$ cat config.mk
export PLATFORM = sky130hd
export DESIGN_NAME = guess_game_param
export DESIGN_NICKNAME = d
export VERILOG_FILES = /design/src/rtl/guess_game_pkg.sv /design/src/rtl/seg7_scan.sv /design/src/rtl/guess_game_param.sv
export SDC_FILE = /design/constraint.sdc
export NUM_CORES = 1
export LEC_CHECK = 0
export BUFFER_PORTS_ARGS = -buffer_cell sky130_fd_sc_hd__buf_2
export CORE_UTILIZATION = 50
export CTS_CLUSTER_SIZE = 28
export DETAILED_ROUTE_END_ITERATION = 8
export GPL_ROUTABILITY_DRIVEN = 0
export MAX_ROUTING_LAYER = met4
export PLACE_DENSITY = 0.77
export SYNTH_ARGS = -nofsm -noshare
export SYNTH_HDL_FRONTEND = slang
export SYNTH_SLANG_ARGS = --single-unit
$ cat constraint.sdc
create_clock -name myclk1000hz -period 7 [get_ports myclk1000hz]
set_input_delay 0.35 -clock myclk1000hz [delete_from_list [all_inputs] [get_ports myclk1000hz]]
set_output_delay 0.35 -clock myclk1000hz [all_outputs]
set_load 0.05 [all_outputs]
$ cat src/rtl/guess_game_pkg.sv
// rtl/guess_game_pkg.sv - shared state encoding, display codes and scoring helpers
package guess_game_pkg;

    typedef enum logic [2:0] {
        S_IDLE,
        S_SET,
        S_GUESS,
        S_WRONG,
        S_CORRECT,
        S_LOSE
    } state_t;

    localparam logic [3:0] CODE_A     = 4'd10;
    localparam logic [3:0] CODE_B     = 4'd11;
    localparam logic [3:0] CODE_DASH  = 4'd12;
    localparam logic [3:0] CODE_BLANK = 4'd15;

    // Exact matches: same digit in the same active position.
    function automatic logic [3:0] score_a(input logic [15:0] ans, input logic [15:0] gs, input int ndig);
        logic [3:0] cnt;
        cnt = '0;
        for (int i = 0; i < 4; i++)
            if (i < ndig && ans[4*i +: 4] == gs[4*i +: 4])
                cnt = cnt + 4'd1;
        return cnt;
    endfunction

    // Misplaced matches: answer digit found at a different active guess position.
    function automatic logic [3:0] score_b(input logic [15:0] ans, input logic [15:0] gs, input int ndig);
        logic [3:0] cnt;
        cnt = '0;
        for (int i = 0; i < 4; i++)
            for (int j = 0; j < 4; j++)
                if (i != j && i < ndig && j < ndig && ans[4*i +: 4] == gs[4*j +: 4])
                    cnt = cnt + 4'd1;
        return cnt;
    endfunction

    function automatic logic has_repeat(input logic [15:0] ans, input int ndig);
        logic r;
        r = 1'b0;
        for (int i = 0; i < 4; i++)
            for (int j = i + 1; j < 4; j++)
                if (i < ndig && j < ndig && ans[4*i +: 4] == ans[4*j +: 4])
                    r = 1'b1;
        return r;
    endfunction

    // Unused digit positions are shown blank.
    function automatic logic [15:0] mask_unused(input logic [15:0] v, input int ndig);
        logic [15:0] r;
        r = v;
        for (int i = 0; i < 4; i++)
            if (i >= ndig)
                r[4*i +: 4] = CODE_BLANK;
        return r;
    endfunction

endpackage

$ cat src/rtl/seg7_scan.sv
// rtl/seg7_scan.sv - four-digit multiplexed seven-segment scanner and decoder
module seg7_scan
    import guess_game_pkg::*;
(
    input  logic        myclk1000hz,
    input  logic        rst_1pulse,
    input  logic [15:0] nib,
    output logic [3:0]  DIGIT,
    output logic [6:0]  DISPLAY
);

    logic [1:0] sel;
    logic [3:0] code;

    // Advance the scan one digit per cycle, rightmost first.
    always_ff @(posedge myclk1000hz or posedge rst_1pulse) begin
        if (rst_1pulse)
            sel <= 2'd0;
        else
            sel <= sel + 2'd1;
    end

    // Anode select and segments derive from the same index so they always agree.
    always_comb begin
        DIGIT = ~(4'b0001 << sel);
        code  = nib[{sel, 2'b00} +: 4];
        case (code)
            4'd0:       DISPLAY = 7'b1000000;
            4'd1:       DISPLAY = 7'b1111001;
            4'd2:       DISPLAY = 7'b0100100;
            4'd3:       DISPLAY = 7'b0110000;
            4'd4:       DISPLAY = 7'b0011001;
            4'd5:       DISPLAY = 7'b0010010;
            4'd6:       DISPLAY = 7'b0000010;
            4'd7:       DISPLAY = 7'b1111000;
            4'd8:       DISPLAY = 7'b0000000;
            4'd9:       DISPLAY = 7'b0010000;
            CODE_A:     DISPLAY = 7'b0001000;
            CODE_B:     DISPLAY = 7'b0000011;
            CODE_DASH:  DISPLAY = 7'b0111111;
            default:    DISPLAY = 7'b1111111;
        endcase
    end

endmodule

$ cat src/rtl/guess_game_param.sv
// rtl/guess_game_param.sv - parameterised number guessing game with LED and 7-seg output
module guess_game_param
    import guess_game_pkg::*;
#(
    parameter int NDIG      = 4,
    parameter int MAXD      = 9,
    parameter int MAX_TRIES = 8,
    parameter int WIN_MS    = 5000,
    parameter int BLINK_MS  = 1000,
    parameter int WRAP      = 1,
    parameter int UNIQUE    = 0
) (
    input  logic        myclk1000hz,
    input  logic        rst_1pulse,
    input  logic        btn_r,
    input  logic        btn_l,
    input  logic        btn_u,
    input  logic        btn_d,
    output logic [15:0] LED,
    output logic [3:0]  DIGIT,
    output logic [6:0]  DISPLAY
);

    localparam logic [1:0]  TOP_POS  = 2'(NDIG - 1);
    localparam logic [3:0]  MAXD_V   = 4'(MAXD);
    localparam logic [3:0]  TRIES_V  = 4'(MAX_TRIES);
    localparam logic [15:0] WIN_LAST = 16'(WIN_MS - 1);
    localparam logic [15:0] BLINK_V  = 16'(BLINK_MS);

    state_t      state, state_n;
    logic [1:0]  pos, pos_n;
    logic [15:0] answer, answer_n, guess, guess_n, timer, timer_n;
    logic [3:0]  tries, tries_n;
    logic        err, err_n;
    logic [15:0] nib, nib_n, led_n, edit_src, edited;
    logic [3:0]  cur, upd, a_now, b_now;
    logic        blink_odd;

    // Game state registers.
    always_ff @(posedge myclk1000hz or posedge rst_1pulse) begin
        if (rst_1pulse) begin
            state  <= S_IDLE;
            pos    <= TOP_POS;
            answer <= '0;
            guess  <= '0;
            tries  <= '0;
            timer  <= '0;
            err    <= 1'b0;
        end else begin
            state  <= state_n;
            pos    <= pos_n;
            answer <= answer_n;
            guess  <= guess_n;
            tries  <= tries_n;
            timer  <= timer_n;
            err    <= err_n;
        end
    end

    // Digit edit at the cursor; down beats up, wrap or saturate at the ends.
    always_comb begin
        edit_src = (state == S_SET) ? answer : guess;
        cur      = edit_src[{pos, 2'b00} +: 4];
        upd      = cur;
        if (btn_d)
            upd = (cur == 4'd0) ? ((WRAP != 0) ? MAXD_V : 4'd0) : cur - 4'd1;
        else if (btn_u)
            upd = (cur == MAXD_V) ? ((WRAP != 0) ? 4'd0 : cur) : cur + 4'd1;
        edited = edit_src;
        edited[{pos, 2'b00} +: 4] = upd;
    end

    // Next-state logic; btn_r beats btn_l, edits land alongside btn_r.
    always_comb begin
        state_n  = state;
        pos_n    = pos;
        answer_n = answer;
        guess_n  = guess;
        tries_n  = tries;
        timer_n  = timer;
        err_n    = err;
        if (btn_r || btn_l || btn_u || btn_d)
            err_n = 1'b0;
        case (state)
            S_IDLE: begin
                if (btn_r) begin
                    state_n  = S_SET;
                    pos_n    = TOP_POS;
                    answer_n = '0;
                end
            end
            S_SET, S_GUESS: begin
                if (state == S_SET)
                    answer_n = edited;
                else
                    guess_n = edited;
                if (btn_r) begin
                    if (pos != 2'd0) begin
                        pos_n = pos - 2'd1;
                    end else if (state == S_SET) begin
                        if (UNIQUE != 0 && has_repeat(edited, NDIG)) begin
                            err_n = 1'b1;
                        end else begin
                            state_n = S_GUESS;
                            pos_n   = TOP_POS;
                            guess_n = '0;
                            tries_n = '0;
                        end
                    end else begin
                        tries_n = tries + 4'd1;
                        pos_n   = TOP_POS;
                        timer_n = '0;
                        if (score_a(answer, edited, NDIG) == 4'(NDIG))
                            state_n = S_CORRECT;
                        else if (tries_n == TRIES_V)
                            state_n = S_LOSE;
                        else
                            state_n = S_WRONG;
                    end
                end else if (btn_l) begin
                    if (pos == TOP_POS)
                        state_n = S_IDLE;
                    else
                        pos_n = pos + 2'd1;
                end
            end
            S_WRONG: begin
                if (btn_r) begin
                    state_n = S_GUESS;
                    pos_n   = TOP_POS;
                    guess_n = '0;
                end else if (btn_l) begin
                    state_n = S_IDLE;
                end
            end
            S_CORRECT, S_LOSE: begin
                if (timer == WIN_LAST) begin
                    state_n = S_IDLE;
                    timer_n = '0;
                end else begin
                    timer_n = timer + 16'd1;
                end
            end
            default: state_n = S_IDLE;
        endcase
    end

    // Display nibbles and LED pattern derived from the current state.
    always_comb begin
        a_now     = score_a(answer, guess, NDIG);
        b_now     = score_b(answer, guess, NDIG);
        blink_odd = ((timer / BLINK_V) & 16'd1) != 16'd0;
        led_n     = 16'hF000;
        nib_n     = {4{CODE_DASH}};
        case (state)
            S_SET: begin
                led_n     = 16'h0100 << pos;
                led_n[15] = err;
                nib_n     = mask_unused(answer, NDIG);
            end
            S_GUESS: begin
                led_n = 16'h0010 << pos;
                nib_n = mask_unused(guess, NDIG);
            end
            S_WRONG: begin
                led_n = {12'h000, TRIES_V - tries};
                nib_n = {a_now, CODE_A, b_now, CODE_B};
            end
            S_CORRECT: begin
                led_n = blink_odd ? 16'h0000 : 16'hFFFF;
                nib_n = {a_now, CODE_A, b_now, CODE_B};
            end
            S_LOSE: begin
                led_n = blink_odd ? 16'h5555 : 16'hAAAA;
                nib_n = mask_unused(answer, NDIG);
            end
            default: ;
        endcase
    end

    // Outputs trail the state by one cycle.
    always_ff @(posedge myclk1000hz or posedge rst_1pulse) begin
        if (rst_1pulse) begin
            LED <= 16'hF000;
            nib <= 16'hCCCC;
        end else begin
            LED <= led_n;
            nib <= nib_n;
        end
    end

    seg7_scan u_scan (
        .myclk1000hz (myclk1000hz),
        .rst_1pulse  (rst_1pulse),
        .nib         (nib),
        .DIGIT       (DIGIT),
        .DISPLAY     (DISPLAY)
    );

endmodule

==> metrics.txt <==
# TYPE chip_impl_metric gauge
chip_impl_info{name="outcome",value="completed"} 1
chip_impl_metric{name="highest_ir_drop_seen_on_vdd",unit="uV"} 94.58
chip_impl_metric{name="grt.total_usage",unit="%"} 27.35
chip_impl_metric{name="number_of_violations_of_the_max_capacitance_limit",unit=""} 0
chip_impl_metric{name="global_route.overflow_total",unit=""} 0
chip_impl_metric{name="grt_first_pass_wirelength",unit="mm"} 38.45
chip_impl_metric{name="pwr_density_cell",unit="nW/um^2"} 113.1
chip_impl_info{name="ys_dominant_reg_cell",value="sky130_fd_sc_hd__dfrtp_1"} 1
chip_impl_metric{name="syn_nets",unit=""} 1106
chip_impl_metric{name="avgSynthCellArea",unit="sq um"} 8.283
chip_impl_info{name="timing.rr.end",value="nib[6]"} 1
chip_impl_metric{name="timing.final.setup_violations",unit=""} 0
chip_impl_metric{name="placement_stage_cell_area",unit="sq um"} 9036
chip_impl_metric{name="io_buffers",unit=""} 32
chip_impl_metric{name="place_inst",unit=""} 1262
chip_impl_metric{name="cts-buffers-inserted",unit=""} 9
chip_impl_metric{name="worst-endpoint-required",unit="ns"} 7.26
chip_impl_info{name="layout.cells.most_common_list",value="sky130_fd_sc_hd__nand2_1, sky130_fd_sc_hd__nor2_1, sky130_fd_sc_hd__xnor2_1"} 1
chip_impl_metric{name="max_freq",unit="MHz"} 147.8
chip_impl_metric{name="synth-seq-cells",unit=""} 89
chip_impl_metric{name="synth-async-reset-ratio",unit="%"} 100.0
chip_impl_metric{name="initial_utilization",unit="%"} 51.02
chip_impl_metric{name="final_layout_size_suffix_gt1_share",unit="%"} 15.22
chip_impl_metric{name="synthToLayoutAreaGrowth",unit="%"} 8.081
chip_impl_metric{name="hold_buffers",unit=""} 0
chip_impl_metric{name="wl_per_cell",unit="um"} 18.19
chip_impl_metric{name="num_vias",unit=""} 8039
chip_impl_metric{name="post-route-min-period",unit="ns"} 6.766
chip_impl_metric{name="final_cell_count_no_fill",unit=""} 1283
chip_impl_info{name="critical_path.endpoint_type",value="flop"} 1
chip_impl_metric{name="power_leakage",unit="nW"} 3.961
chip_impl_metric{name="syn_inst",unit=""} 1058
chip_impl_metric{name="critical_path.max_fanout",unit=""} 6
chip_impl_info{name="critPathLaunchType",value="flop"} 1
chip_impl_info{name="final_common_cell",value="sky130_fd_sc_hd__nand2_1"} 1
chip_impl_info{name="tritoncts",value="done"} 1
chip_impl_metric{name="antenna_found_initial",unit=""} 0
chip_impl_metric{name="top_level_ports",unit=""} 33
chip_impl_info{name="clock_tree.root_cell",value="sky130_fd_sc_hd__clkbuf_16"} 1
chip_impl_info{name="min-delay-path-class",value="in2async"} 1
chip_impl_metric{name="yosys_warnings",unit=""} 0
chip_impl_metric{name="floorplan.die.height",unit="um"} 134.4
chip_impl_metric{name="cts_sinks",unit=""} 89
chip_impl_metric{name="initial_detailed_routing_violation_count",unit=""} 618
chip_impl_info{name="timing.critical_path.slowest_stage_cell",value="sky130_fd_sc_hd__dfrtp_2"} 1
chip_impl_metric{name="die_x",unit="um"} 134.4
chip_impl_metric{name="nets",unit=""} 1101
chip_impl_metric{name="slew_viol_final",unit=""} 0
chip_impl_metric{name="ctsHtreeMaxLevel",unit=""} 3
chip_impl_metric{name="reg2reg_depth",unit=""} 28
chip_impl_metric{name="grt_pass1_vias",unit=""} 7614
chip_impl_metric{name="slew_headroom",unit="%"} 15.17
chip_impl_metric{name="synth-seq-area-share",unit="%"} 25.59
chip_impl_metric{name="number_of_distinct_library_cell_variants_in_the_gate_level_netlist_after_synthesis",unit=""} 95
chip_impl_metric{name="path_clk_slew",unit="ns"} 0.07
chip_impl_metric{name="timing_worst_slew_pin_value",unit="ns"} 1.261
chip_impl_metric{name="synthesis.area",unit="sq um"} 8763
chip_impl_metric{name="antenna-diode-count",unit=""} 0
chip_impl_metric{name="routed_via_density",unit=""} 6.266
chip_impl_metric{name="grt_start_max_net_pins",unit=""} 56
chip_impl_metric{name="remaining_drc_errors",unit=""} 0
chip_impl_info{name="criticalPathCategory",value="reg2reg"} 1
chip_impl_metric{name="worstSkewPairLatency",unit="ns"} 0.35
chip_impl_metric{name="r2r_setup_slack",unit="ns"} 0.23
chip_impl_metric{name="die-area",unit="sq um"} 18060
chip_impl_metric{name="cts.path.max_buffers",unit=""} 2
chip_impl_metric{name="critical_path_arrival",unit="ns"} 7.03
chip_impl_metric{name="fin_setup_tns",unit="ns"} 0
chip_impl_metric{name="timing.critical_path.buf_inv",unit=""} 2
chip_impl_metric{name="design.core.area",unit="sq um"} 17180
chip_impl_metric{name="timing.final.crit_share",unit="%"} 96.66
chip_impl_metric{name="detail-route-antenna-nets",unit=""} 0
chip_impl_metric{name="number_of_hold_slack_violations_in_the_final_timing_report",unit=""} 0
chip_impl_metric{name="critical_path.max_stage_delay",unit="ns"} 0.47
chip_impl_metric{name="number_of_flops_mapped_to_enable_cells_by_yosys",unit=""} 0
chip_impl_metric{name="post-dp-hpwl",unit="mm"} 16.92
chip_impl_metric{name="finClkSkew",unit="ns"} 0.01072
chip_impl_metric{name="drt_pass1_iterations",unit=""} 7
chip_impl_metric{name="rows",unit=""} 48
chip_impl_info{name="critical_path.reg2reg.startpoint",value="answer[3]"} 1
chip_impl_info{name="timing.critical_path.max_delay_family",value="multiplexers"} 1
chip_impl_metric{name="final_area",unit="sq um"} 9472
chip_impl_metric{name="totalWireLength",unit="mm"} 23.33
==> cells by family (layout without fill, tap and decap cells) <==
group / Yosys count / in the layout / share of synthesized area (%)
simple gates: 322 / 322 / 18.08
mux: 46 / 46 / 6.496
buf+inv: 140 / 140 / 7.039
fa+ha+maj: 44 / 44 / 6.225
flops: 89 / 89 / 25.59
compound gates: 287 / 287 / 23.59
xor+xnor: 130 / 130 / 12.99
==> worst reg2reg max path, delay by kind of cell (launching register included) <==
family	cells	cell delay, ns
AO/OA/AOI/OAI	2	0.28
XOR/XNOR	4	0.64
adder cells (fa/ha/maj)	9	2.19
buffers and inverters	2	0.37
flip-flops	1	0.47
multiplexers	8	2.30
AND/OR/NAND/NOR	3	0.46
==> synth_stat cells, types with 5 or more instances <==
| master | count | area, sq um |
|---|---|---|
| sky130_fd_sc_hd__a211oi_1 | 9 | 67.56 |
| sky130_fd_sc_hd__nand4_1 | 17 | 106.4 |
| sky130_fd_sc_hd__buf_6 | 6 | 67.56 |
| sky130_fd_sc_hd__a211o_1 | 5 | 43.79 |
| sky130_fd_sc_hd__o31ai_1 | 7 | 52.55 |
| sky130_fd_sc_hd__a22oi_1 | 7 | 52.55 |
| sky130_fd_sc_hd__xor2_1 | 55 | 481.7 |
| sky130_fd_sc_hd__buf_1 | 14 | 52.55 |
| sky130_fd_sc_hd__o211ai_1 | 12 | 90.09 |
| sky130_fd_sc_hd__nand3_1 | 32 | 160.2 |
| sky130_fd_sc_hd__mux2i_1 | 25 | 250.2 |
| sky130_fd_sc_hd__dfstp_2 | 12 | 315.3 |
| sky130_fd_sc_hd__mux4_2 | 7 | 157.7 |
| sky130_fd_sc_hd__or2_2 | 6 | 37.54 |
| sky130_fd_sc_hd__nor4_1 | 13 | 81.33 |
| sky130_fd_sc_hd__nor2_1 | 82 | 307.8 |
| sky130_fd_sc_hd__mux2_2 | 13 | 146.4 |
| sky130_fd_sc_hd__dfrtp_1 | 77 | 1927 |
| sky130_fd_sc_hd__a21o_1 | 5 | 37.54 |
| sky130_fd_sc_hd__buf_2 | 7 | 35.03 |
| sky130_fd_sc_hd__or3_1 | 12 | 75.07 |
| sky130_fd_sc_hd__buf_4 | 7 | 52.55 |
| sky130_fd_sc_hd__o22a_1 | 14 | 122.6 |
| sky130_fd_sc_hd__nor3_1 | 22 | 110.1 |
| sky130_fd_sc_hd__o22ai_1 | 12 | 75.07 |
| sky130_fd_sc_hd__inv_1 | 49 | 183.9 |
| sky130_fd_sc_hd__a21oi_1 | 54 | 270.3 |
| sky130_fd_sc_hd__a31oi_1 | 7 | 43.79 |
| sky130_fd_sc_hd__nand2_1 | 94 | 352.8 |
| sky130_fd_sc_hd__and2_1 | 9 | 56.30 |
| sky130_fd_sc_hd__clkbuf_1 | 50 | 187.7 |
| sky130_fd_sc_hd__xnor2_1 | 75 | 656.9 |
| sky130_fd_sc_hd__a22o_1 | 14 | 122.6 |
| sky130_fd_sc_hd__ha_1 | 42 | 525.5 |
| sky130_fd_sc_hd__o21ai_0 | 72 | 360.4 |
==> area by class of cell <==
cell class / instances / area, sq um
Multi-Input combinational cell: 829 / 5998
Fill cell: 1578 / 7705
Sequential cell: 89 / 2246
Timing Repair Buffer: 69 / 441.7
Clock inverter: 6 / 67.56
Inverter: 55 / 207.7
Tap cell: 225 / 281.5
Clock buffer: 10 / 229.0
==> flip-flops by register name, indices dropped and copies added, names as in the netlist, 3 cells and up <==
name / count
answer: 16
guess: 16
LED: 14
nib: 16
state: 3
timer: 16
tries: 4
==> stage by stage <==
step	utilization (%)	total power, mW	hold slack [ns]	setup slack (ns)
2_1_floorplan	-	0.5660	0.5038	0.3415
3_3_place_gp	52.61	0.5811	0.4264	0.2063
3_5_place_dp	52.61	0.5825	0.4366	0.04735
5_1_grt	55.14	1.106	0.08862	-0.03875
4_1_cts	54.34	1.077	0.05779	0.01805
6_report	55.14	1.071	0.03604	0.2338
==> per-layer routing <==
layer | routed length [um] | global-route usage, % | share of wire, %
met1 | 10110 | 36.14 | 43
met3 | 1878 | 3.855 | 8.0
met2 | 10500 | 41.25 | 45
met4 | 843 | 12.98 | 3.6
met5 | 0 | - | 0
==> how the worst max path moves through the flow <==
stage | slack (ns) | depth (start not counted) | from | to
2_1_floorplan | 0.34 | 28 | answer[3] | nib[6]
5_1_grt | -0.04 | 28 | answer[3] | nib[6]
3_5_place_dp | 0.05 | 27 | answer[2] | nib[6]
3_3_place_gp | 0.21 | 27 | answer[2] | nib[6]
4_1_cts | 0.02 | 27 | answer[1] | nib[6]
6_report | 0.23 | 28 | answer[3] | nib[6]
==> repair_timing <==
item	4_1_cts	5_1_grt
endpoints found under the setup margin	1	3
resized for setup	1	16
setup buffers	0	5
pin swaps	0	4
==> power breakdown <==
group	switching, mW	internal (mW)
registers	0.00133	0.515
clock network	0.220	0.278
logic	0.0368	0.0193
total	0.258	0.813
No activity file was read; power rests on OpenSTA's default activity.
